[config.mk]
export PLATFORM = sky130hd
export DESIGN_NAME = imem_stream_loader_flat
export DESIGN_NICKNAME = d
export VERILOG_FILES = /design/src/rtl/imem_stream_loader_if.sv /design/src/rtl/imem_stream_loader.sv /design/src/flat_wrapper.sv
export SDC_FILE = /design/constraint.sdc
export NUM_CORES = 1
export LEC_CHECK = 0
export BUFFER_PORTS_ARGS = -buffer_cell sky130_fd_sc_hd__buf_2
export CAP_MARGIN = 20
export CORE_MARGIN = 2
export CORE_UTILIZATION = 53
export CTS_BUF_LIST = sky130_fd_sc_hd__clkbuf_8
export DETAILED_ROUTE_END_ITERATION = 6
export PLACE_DENSITY = 0.78
export SYNTH_ARGS = -nofsm -noshare
export SYNTH_HDL_FRONTEND = slang
export SYNTH_SLANG_ARGS = --single-unit
[constraint.sdc]
create_clock -name clk -period 2.8 [get_ports clk]
set_input_delay 0.14 -clock clk [delete_from_list [all_inputs] [get_ports clk]]
set_output_delay 0.14 -clock clk [all_outputs]
set_load 0.01 [all_outputs]
[src/rtl/imem_stream_loader_if.sv]
// Stream input and instruction-memory write port of the boot loader.
// The master side feeds the word stream and observes the imem write port.
interface imem_stream_loader_if #(
    parameter int AW = 10
);
    logic          s_valid;
    logic          s_ready;
    logic [31:0]   s_data;
    logic          imem_we;
    logic [AW-1:0] imem_addr;
    logic [31:0]   imem_wdata;

    modport master (
        output s_valid, s_data,
        input  s_ready, imem_we, imem_addr, imem_wdata
    );

    modport slave (
        input  s_valid, s_data,
        output s_ready, imem_we, imem_addr, imem_wdata
    );
endinterface

[src/rtl/imem_stream_loader.sv]
// Boot-time loader: takes a framed word stream (header, payload, checksum),
// writes the payload into imem and releases the core only after a good checksum.
module imem_stream_loader #(
    parameter int          IMEM_DEPTH  = 1024,
    parameter int          HOLD_CYCLES = 4,
    parameter logic [15:0] MAGIC       = 16'hC0DE,
    localparam int         AW          = $clog2(IMEM_DEPTH)
) (
    input  logic                 clk,
    input  logic                 rst_n,
    input  logic                 start,
    imem_stream_loader_if.slave  bus,
    output logic                 cpu_rst_n,
    output logic                 busy,
    output logic                 done,
    output logic                 err,
    output logic [1:0]           err_code,
    output logic [AW:0]          words_loaded
);
    localparam int          HCW     = $clog2(HOLD_CYCLES + 1);
    localparam logic [HCW-1:0] HOLD_L = HCW'(HOLD_CYCLES);
    localparam logic [16:0] DEPTH_L = 17'(IMEM_DEPTH);
    localparam logic [AW:0] ONE_W   = (AW+1)'(1);

    typedef enum logic [2:0] {
        ST_IDLE, ST_HDR, ST_LOAD, ST_CHK, ST_RELEASE, ST_DONE, ST_ERROR
    } state_t;

    state_t          state_r, state_s;
    logic            s_ready_r, imem_we_r, cpu_rst_n_r, busy_r, done_r, err_r;
    logic [AW-1:0]   imem_addr_r;
    logic [31:0]     imem_wdata_r, checksum_r;
    logic [1:0]      err_code_r, err_code_s;
    logic [AW:0]     words_loaded_r, len_r;
    logic [HCW-1:0]  hold_cnt_r;
    logic            xfer_s, bad_magic_s, bad_len_s, last_word_s;
    logic            start_acc_s, hdr_ok_s, load_xfer_s;

    // s_ready is registered from the next state, so it always matches state_r
    assign xfer_s      = bus.s_valid && s_ready_r;
    assign bad_magic_s = (bus.s_data[31:16] != MAGIC);
    assign bad_len_s   = (bus.s_data[15:0] == 16'd0) || ({1'b0, bus.s_data[15:0]} > DEPTH_L);
    assign last_word_s = ((words_loaded_r + ONE_W) == len_r);

    // FSM state register
    always_ff @(posedge clk or negedge rst_n) begin
        if (!rst_n) begin
            state_r <= ST_IDLE;
        end else begin
            state_r <= state_s;
        end
    end

    // FSM next-state and error classification
    always_comb begin
        state_s     = state_r;
        err_code_s  = err_code_r;
        start_acc_s = 1'b0;
        hdr_ok_s    = 1'b0;
        load_xfer_s = 1'b0;
        case (state_r)
            ST_IDLE, ST_DONE, ST_ERROR: begin
                if (start) begin
                    state_s     = ST_HDR;
                    err_code_s  = 2'd0;
                    start_acc_s = 1'b1;
                end else begin
                    state_s = state_r;
                end
            end
            ST_HDR: begin
                if (xfer_s) begin
                    if (bad_magic_s) begin
                        state_s    = ST_ERROR;
                        err_code_s = 2'd1;
                    end else if (bad_len_s) begin
                        state_s    = ST_ERROR;
                        err_code_s = 2'd2;
                    end else begin
                        state_s  = ST_LOAD;
                        hdr_ok_s = 1'b1;
                    end
                end else begin
                    state_s = ST_HDR;
                end
            end
            ST_LOAD: begin
                load_xfer_s = xfer_s;
                if (xfer_s && last_word_s) begin
                    state_s = ST_CHK;
                end else begin
                    state_s = ST_LOAD;
                end
            end
            ST_CHK: begin
                if (xfer_s) begin
                    if (bus.s_data == checksum_r) begin
                        state_s = ST_RELEASE;
                    end else begin
                        state_s    = ST_ERROR;
                        err_code_s = 2'd3;
                    end
                end else begin
                    state_s = ST_CHK;
                end
            end
            ST_RELEASE: begin
                if (hold_cnt_r == HOLD_L) begin
                    state_s = ST_DONE;
                end else begin
                    state_s = ST_RELEASE;
                end
            end
            default: begin
                state_s    = ST_IDLE;
                err_code_s = 2'd0;
            end
        endcase
    end

    // Registered status outputs, decoded from the state being entered
    always_ff @(posedge clk or negedge rst_n) begin
        if (!rst_n) begin
            s_ready_r   <= 1'b0;
            cpu_rst_n_r <= 1'b0;
            busy_r      <= 1'b0;
            done_r      <= 1'b0;
            err_r       <= 1'b0;
            err_code_r  <= 2'd0;
        end else begin
            s_ready_r   <= (state_s == ST_HDR) || (state_s == ST_LOAD) || (state_s == ST_CHK);
            busy_r      <= (state_s == ST_HDR) || (state_s == ST_LOAD) ||
                           (state_s == ST_CHK) || (state_s == ST_RELEASE);
            cpu_rst_n_r <= (state_s == ST_DONE);
            done_r      <= (state_s == ST_DONE);
            err_r       <= (state_s == ST_ERROR);
            err_code_r  <= err_code_s;
        end
    end

    // Payload write port, running checksum, word count and release hold counter
    always_ff @(posedge clk or negedge rst_n) begin
        if (!rst_n) begin
            imem_we_r      <= 1'b0;
            imem_addr_r    <= '0;
            imem_wdata_r   <= 32'd0;
            checksum_r     <= 32'd0;
            words_loaded_r <= '0;
            len_r          <= '0;
            hold_cnt_r     <= '0;
        end else begin
            imem_we_r <= load_xfer_s;
            if (start_acc_s) begin
                words_loaded_r <= '0;
                checksum_r     <= 32'd0;
            end else if (load_xfer_s) begin
                imem_addr_r    <= words_loaded_r[AW-1:0];
                imem_wdata_r   <= bus.s_data;
                checksum_r     <= checksum_r + bus.s_data;
                words_loaded_r <= words_loaded_r + ONE_W;
            end
            // length already range-checked, so it fits in AW+1 bits
            if (hdr_ok_s) begin
                len_r <= bus.s_data[AW:0];
            end
            if (state_r == ST_RELEASE) begin
                hold_cnt_r <= hold_cnt_r + HCW'(1);
            end else begin
                hold_cnt_r <= '0;
            end
        end
    end

    assign bus.s_ready     = s_ready_r;
    assign bus.imem_we     = imem_we_r;
    assign bus.imem_addr   = imem_addr_r;
    assign bus.imem_wdata  = imem_wdata_r;
    assign cpu_rst_n       = cpu_rst_n_r;
    assign busy            = busy_r;
    assign done            = done_r;
    assign err             = err_r;
    assign err_code        = err_code_r;
    assign words_loaded    = words_loaded_r;
endmodule
[src/flat_wrapper.sv]
// flat-port wrapper written by rule: the top's interface ports become plain ports
module imem_stream_loader_flat 
#(
    parameter int          IMEM_DEPTH  = 1024,
    parameter int          HOLD_CYCLES = 4,
    parameter logic [15:0] MAGIC       = 16'hC0DE,
    localparam int         AW          = $clog2(IMEM_DEPTH)
)
  (clk, rst_n, start, cpu_rst_n, busy, done, err, err_code, words_loaded, bus_s_valid, bus_s_data, bus_s_ready, bus_imem_we, bus_imem_addr, bus_imem_wdata);
  imem_stream_loader_if bus_i ();
  input  logic clk;
  input  logic rst_n;
  input  logic start;
  output logic cpu_rst_n;
  output logic busy;
  output logic done;
  output logic err;
  output logic [1:0] err_code;
  output logic [AW:0] words_loaded;
  input wire logic [$bits(bus_i.s_valid)-1:0] bus_s_valid;
  input wire logic [$bits(bus_i.s_data)-1:0] bus_s_data;
  output wire logic [$bits(bus_i.s_ready)-1:0] bus_s_ready;
  output wire logic [$bits(bus_i.imem_we)-1:0] bus_imem_we;
  output wire logic [$bits(bus_i.imem_addr)-1:0] bus_imem_addr;
  output wire logic [$bits(bus_i.imem_wdata)-1:0] bus_imem_wdata;
  assign bus_i.s_valid = bus_s_valid;
  assign bus_i.s_data = bus_s_data;
  assign bus_s_ready = bus_i.s_ready;
  assign bus_imem_we = bus_i.imem_we;
  assign bus_imem_addr = bus_i.imem_addr;
  assign bus_imem_wdata = bus_i.imem_wdata;
  imem_stream_loader #(.IMEM_DEPTH(IMEM_DEPTH), .HOLD_CYCLES(HOLD_CYCLES), .MAGIC(MAGIC)) u_core (.clk(clk), .rst_n(rst_n), .start(start), .bus(bus_i), .cpu_rst_n(cpu_rst_n), .busy(busy), .done(done), .err(err), .err_code(err_code), .words_loaded(words_loaded));
endmodule
=== Word level (Yosys, flattened, before mapping) ===
Index checks and enable logic that the tools add are counted.

* Bits in registers: 109
* Input bits: 36
* Output and inout port bits: 61
* Logic and storage cells: 81

* $add $sub $neg: 3
* $lt $le $gt $ge: 1
* Equal/unequal tests: 21
* Mux-type cells: 28
* Bitwise gates (word level): 2
* Reductions and logical operators: 13

{| class="wikitable"
|+ Operators with widths
! operator !! number
|-
| $mux 32 || 2
|-
| $add 32x32->32 || 1
|-
| $eq 32x32->1 || 1
|-
| $mux 11 || 2
|-
| $eq 3x3->1 const B || 7
|-
| $mux 3 || 6
|-
| $gt 16x11->1 const B || 1
|-
| $logic_not 16->1 || 1
|-
| $ne 16x16->1 const B || 1
|-
| $pmux 3 s5 || 1
|-
| $mux 2 || 7
|-
| $eq 3x2->1 const B || 4
|-
| $add 11x1->11 const B || 1
|-
| $eq 11x11->1 || 1
|-
| $mux 1 || 9
|-
| $pmux 2 s4 || 1
|-
| $eq 3x1->1 const B || 2
|-
| $reduce_and 6->1 || 1
|-
| $logic_or 1x1->1 || 4
|-
| $ne 2x1->1 const B || 2
|-
| $ne 2x2->1 const B || 2
|-
| $add 3x1->3 const B || 1
|-
| $logic_not 3->1 || 1
|-
| $ne 3x1->1 const B || 1
|-
| other kinds (6) || 8
|}

=== Longest topological paths before layout ===
* Word-level depth: 10
* Gate-level depth with buffers: 13
* Gate-level depth less buffers: 13

=== Worst setup path before layout ===
OpenSTA, ideal clock, no wires.

* Kind: reg2reg
* Start point: register u_core.checksum_r[15]
* End point: register u_core.checksum_r[30]
* Setup time: 129 ps
* Arrival: 2607 ps
* Data required time: 2671 ps
* Setup slack: 64 ps
* Cell stages (with the launch flop): 13
* Path buffers: 1
* Period minus slack after synthesis: 2736 ps
* Cell sequence: dfrtp_1 -> ha_1 -> buf_6 -> a21o_1 -> a21oi_2 -> o21ai_1 -> a221o_1 -> o2111ai_2 -> a31oi_1 -> or4_1 -> a31oi_1 -> xor2_1 -> o21ai_1

* Longest elaborated chain between the ends: 3

{| class="wikitable"
|+ RTL lines
! element !! RTL line !! text
|-
| from (decl) || imem_stream_loader.sv:32 || <nowiki>logic [31:0] imem_wdata_r, checksum_r;</nowiki>
|-
| from (signal assigned) || imem_stream_loader.sv:159 || <nowiki>checksum_r <= checksum_r + bus.s_data;</nowiki>
|-
| $add 32x32->32 || imem_stream_loader.sv:159 ||
|-
| $mux 32 || imem_stream_loader.sv:156 || <nowiki>end else if (load_xfer_s) begin</nowiki>
|-
| $mux 32 || imem_stream_loader.sv:153 || <nowiki>if (start_acc_s) begin</nowiki>
|}

Every way passes these cells. The select of a mux whose other input is x is not followed.
A chain may end at the register's enable or synchronous reset.

=== Final worst setup path ===
* Start point: register u_core.checksum_r[0]
* End point: register u_core.checksum_r[30]

Same word-level chain as after synthesis.

==> flow_summary.yaml <==
run_status:
  outcome: "finished with violations"
  failed_checks: "negative setup slack"
route:
  drt_iter0_drc: 465
  drt_wl_total_um: 16700
  drcViolationCount: 0
  drtAntennaViolNets: 0
  routedWlPerCell_um: 16.7
  dr.pass1.iters: 6
  dr_total_vias: 5809
  via_per_inst: 5.81
sta:
  slew_headroom_pct: 60.3
  report.final.setup_viol: 2
  min_period_ns: 2.86
  max_freq_ghz: 0.350
  period_share_pct: 102
  worstMarginPinSlew_ns: 0.596
  fin_ws_ns: -0.0577
  grt_setup_unrepaired: "yes"
  fin_hold_ws_ns: 0.0215
  hold_viol_final: 0
  tns_ns: -0.0880
  finClkSkew_ns: 0.00900
  drv_slew: 0
floorplan:
  dieArea_mm2: 0.0126
  die_w_um: 112
  ios: 97
  rows: 39
  initial_core_util_pct: 54.2
  die_h_um: 112
  core_mm2: 0.0114
synthesis:
  yosys.area.top_type_share_pct: 44.1
  synth-seq-cells: 109
  synth_flop_cell: "dfrtp_1"
  yosysTopAreaCell: "dfrtp_1"
  yosysWarnings: 0
  async_flop_share_pct: 100
  syn_inst: 706
  synth_edf_count: 0
  syn_area_per_cell_um2: 8.77
  yosysUniqueCellTypes: 61
  syn_nets: 777
  synthTopCellsByArea: "dfrtp_1 (44%), nand2_1 (12%), ha_1 (6.9%)"
  netlist_area_mm2: 0.00619
  ys_seq_area_share_pct: 44.1
placement:
  gp_congestion: 0.921
  dpl.hpwl_um: 11300
  dp_cells: 948
  dp_slack_ns: -0.108
  place_area_mm2: 0.00699
  io_buffers: 96
critical_path:
  required_ns: 3.08
  endpoint_kind: "flop"
  ff2ff_setup_slack_ns: -0.06
  crit_start: "u_core.checksum_r[0]$_DFFE_PN0P_"
  arrival_ns: 3.14
  reg2reg_depth: 13
  crit_fanout: 3
  reg2reg_from: "u_core.checksum_r[0]$_DFFE_PN0P_"
  path_class: "flop to flop"
  crit_end: "u_core.checksum_r[30]$_DFFE_PN0P_"
  timing.rr.end: "u_core.checksum_r[30]$_DFFE_PN0P_"
  startpoint_type: "flop"
run:
  drv_cap: 0
grt:
  grt_first_pass_wirelength_um: 27000
  antenna_found_initial: 0
  globalRouteMet3Util_pct: 5.02
  grtUsageMet2_pct: 43.8
  grt_pass1_vias: 5733
  grt_max_degree: 50
  grt_usage_pct: 26.2
  grt.busiest_layer: "met2"
  grt_overflow_total: 0
  met1_usage_pct: 34.1
clocking:
  cts-root-buf: "clkbuf_8"
  clkSlewWorstSetupHoldPaths_ns: 0.10
  clk_latency_ns: 0.39
  cts_sinks: 109
  cts_tree: "done"
  htreeDepth: 3
  cts_buffers: 9
  clockBufferDepth: 2
power:
  ir_drop_v: 0.000529
  leakage_nw: 3.98
  finalPower_mw: 6.83
  powerDensity_mw_per_mm2: 873
final_layout:
  fin_cells: 1000
  final_cell_area_mm2: 0.00782
  antenna_cells: 0
  fin_util_pct: 68.5
  syn2layout_area_growth_pct: 26.4
  layout-drive-gt1-share_pct: 24.5
  nets: 923
min_path:
  hp-class: "input pin to flop"
==> cell type report <==
class	count	area, um^2
Fill cell	890	3600
Clock inverter	4	77.6
Timing Repair Buffer	166	1110
Sequential cell	109	2730
Clock buffer	12	165
Tap cell	143	179
Inverter	15	56.3
Multi-Input combinational cell	551	3510
==> state kept, by name, indices dropped and copies added (netlist names), 2 cells and up <==
register / count
u_core.len_r: 11
u_core.hold_cnt_r: 3
u_core.checksum_r: 32
u_core.bus.imem_addr: 10
u_core.err_code: 2
u_core.state_r: 3
u_core.bus.imem_wdata: 32
u_core.words_loaded: 11
==> logic make-up (layout without fill, tap and decap cells) <==
logic type | Yosys count | in the layout | synth area share (%)
XOR/XNOR | 48 | 48 | 6.79
flip-flops | 109 | 109 | 44.1
multiplexers | 10 | 10 | 1.82
adder cells (fa/ha/maj) | 35 | 35 | 7.20
AND/OR/NAND/NOR | 305 | 305 | 21.7
AO/OA/AOI/OAI | 153 | 153 | 15.4
buffers and inverters | 46 | 197 | 3.01
==> synth_stat cells, drive strengths merged (2+ instances only) <==
| library cell | count |
|---|---|
| ha | 34 |
| buf | 8 |
| nor3b | 2 |
| a21oi | 28 |
| o21a | 3 |
| o211ai | 2 |
| nand2 | 191 |
| o21ai | 70 |
| nand3b | 2 |
| or4 | 2 |
| nand4b | 4 |
| a22o | 5 |
| nand3 | 14 |
| nand2b | 5 |
| and3 | 13 |
| o2111ai | 2 |
| nor3 | 7 |
| and2 | 3 |
| a21o | 11 |
| dfrtp | 109 |
| clkbuf | 23 |
| or2 | 2 |
| nor2 | 34 |
| a21boi | 2 |
| inv | 15 |
| nor4 | 13 |
| o31ai | 7 |
| nand4 | 4 |
| nor2b | 6 |
| o311ai | 2 |
| xnor2 | 25 |
| a211oi | 3 |
| a31oi | 7 |
| mux2 | 10 |
| xor2 | 23 |
==> layer usage <==
layer,share of wire [%],up-vias,wire length [um]
met3,4.7,43,781
li1,-,2730,-
met5,0,-,0
met4,2.5,0,421
met1,42,2842,7000
met2,51,194,8520
==> what timing repair did <==
item | CTS | global route
hold buffers | 27 | 0
pin swaps | 3 | 20
resized for setup | 4 | 43
setup endpoints to repair | 3 | 19
hold endpoints to repair | 58 | 0
buffers inserted | 0 | 10
==> how the worst min path moves through the flow <==
stage / startpoint / to / slack, ns / cells past startpoint
after floorplan: rst_n / u_core.bus.imem_addr[0]$_DFFE_PN0P_ / -0.16 / 0
after global placement: rst_n / u_core.bus.imem_wdata[9]$_DFFE_PN0P_ / 0.13 / 1
after CTS: bus_s_data[17] / u_core.bus.imem_wdata[17]$_DFFE_PN0P_ / 0.007 / 3
after global routing: bus_s_data[17] / u_core.bus.imem_wdata[17]$_DFFE_PN0P_ / 0.006 / 3
final: bus_s_data[31] / u_core.bus.imem_wdata[31]$_DFFE_PN0P_ / 0.02 / 3
after detailed placement: rst_n / u_core.bus.imem_wdata[12]$_DFFE_PN0P_ / 0.14 / 1
==> power breakdown <==
part / switching, mW / total, mW / internal, mW
Clock: 0.561 / 1.14 / 0.582
Combinational: 1.90 / 3.33 / 1.44
Sequential: 0.325 / 2.35 / 2.02
==> worst max-delay path, stage by stage (launching register included) <==
cell and delay (ns):
dfrtp_1 0.40, ha_2 0.18, inv_2 0.05, fa_2 0.20, nor2b_2 0.06, o31a_1 0.29, o31ai_4 0.24, a21oi_2 0.11
o2111ai_2 0.23, a31oi_2 0.13, or4_1 0.41, a31oi_1 0.20, xor2_1 0.17, o21ai_1 0.08
==> layout by cell type (no fill, tap or decap), types with 9 or more instances in the layout <==
cell type,Yosys,routed
clkbuf_8,0,12
xnor2_1,25,25
nand3_1,14,13
xor2_1,23,23
buf_4,1,42
dlygate4sd3_1,0,27
nor2_1,34,33
a21o_1,11,11
and3_1,13,12
a21oi_1,27,20
nand2_1,191,188
o21ai_0,68,66
inv_1,14,13
nor4_1,13,12
dfrtp_1,109,109
ha_1,34,22
mux2_2,9,9
buf_2,2,94
No activity file was read; power rests on OpenSTA's default activity.
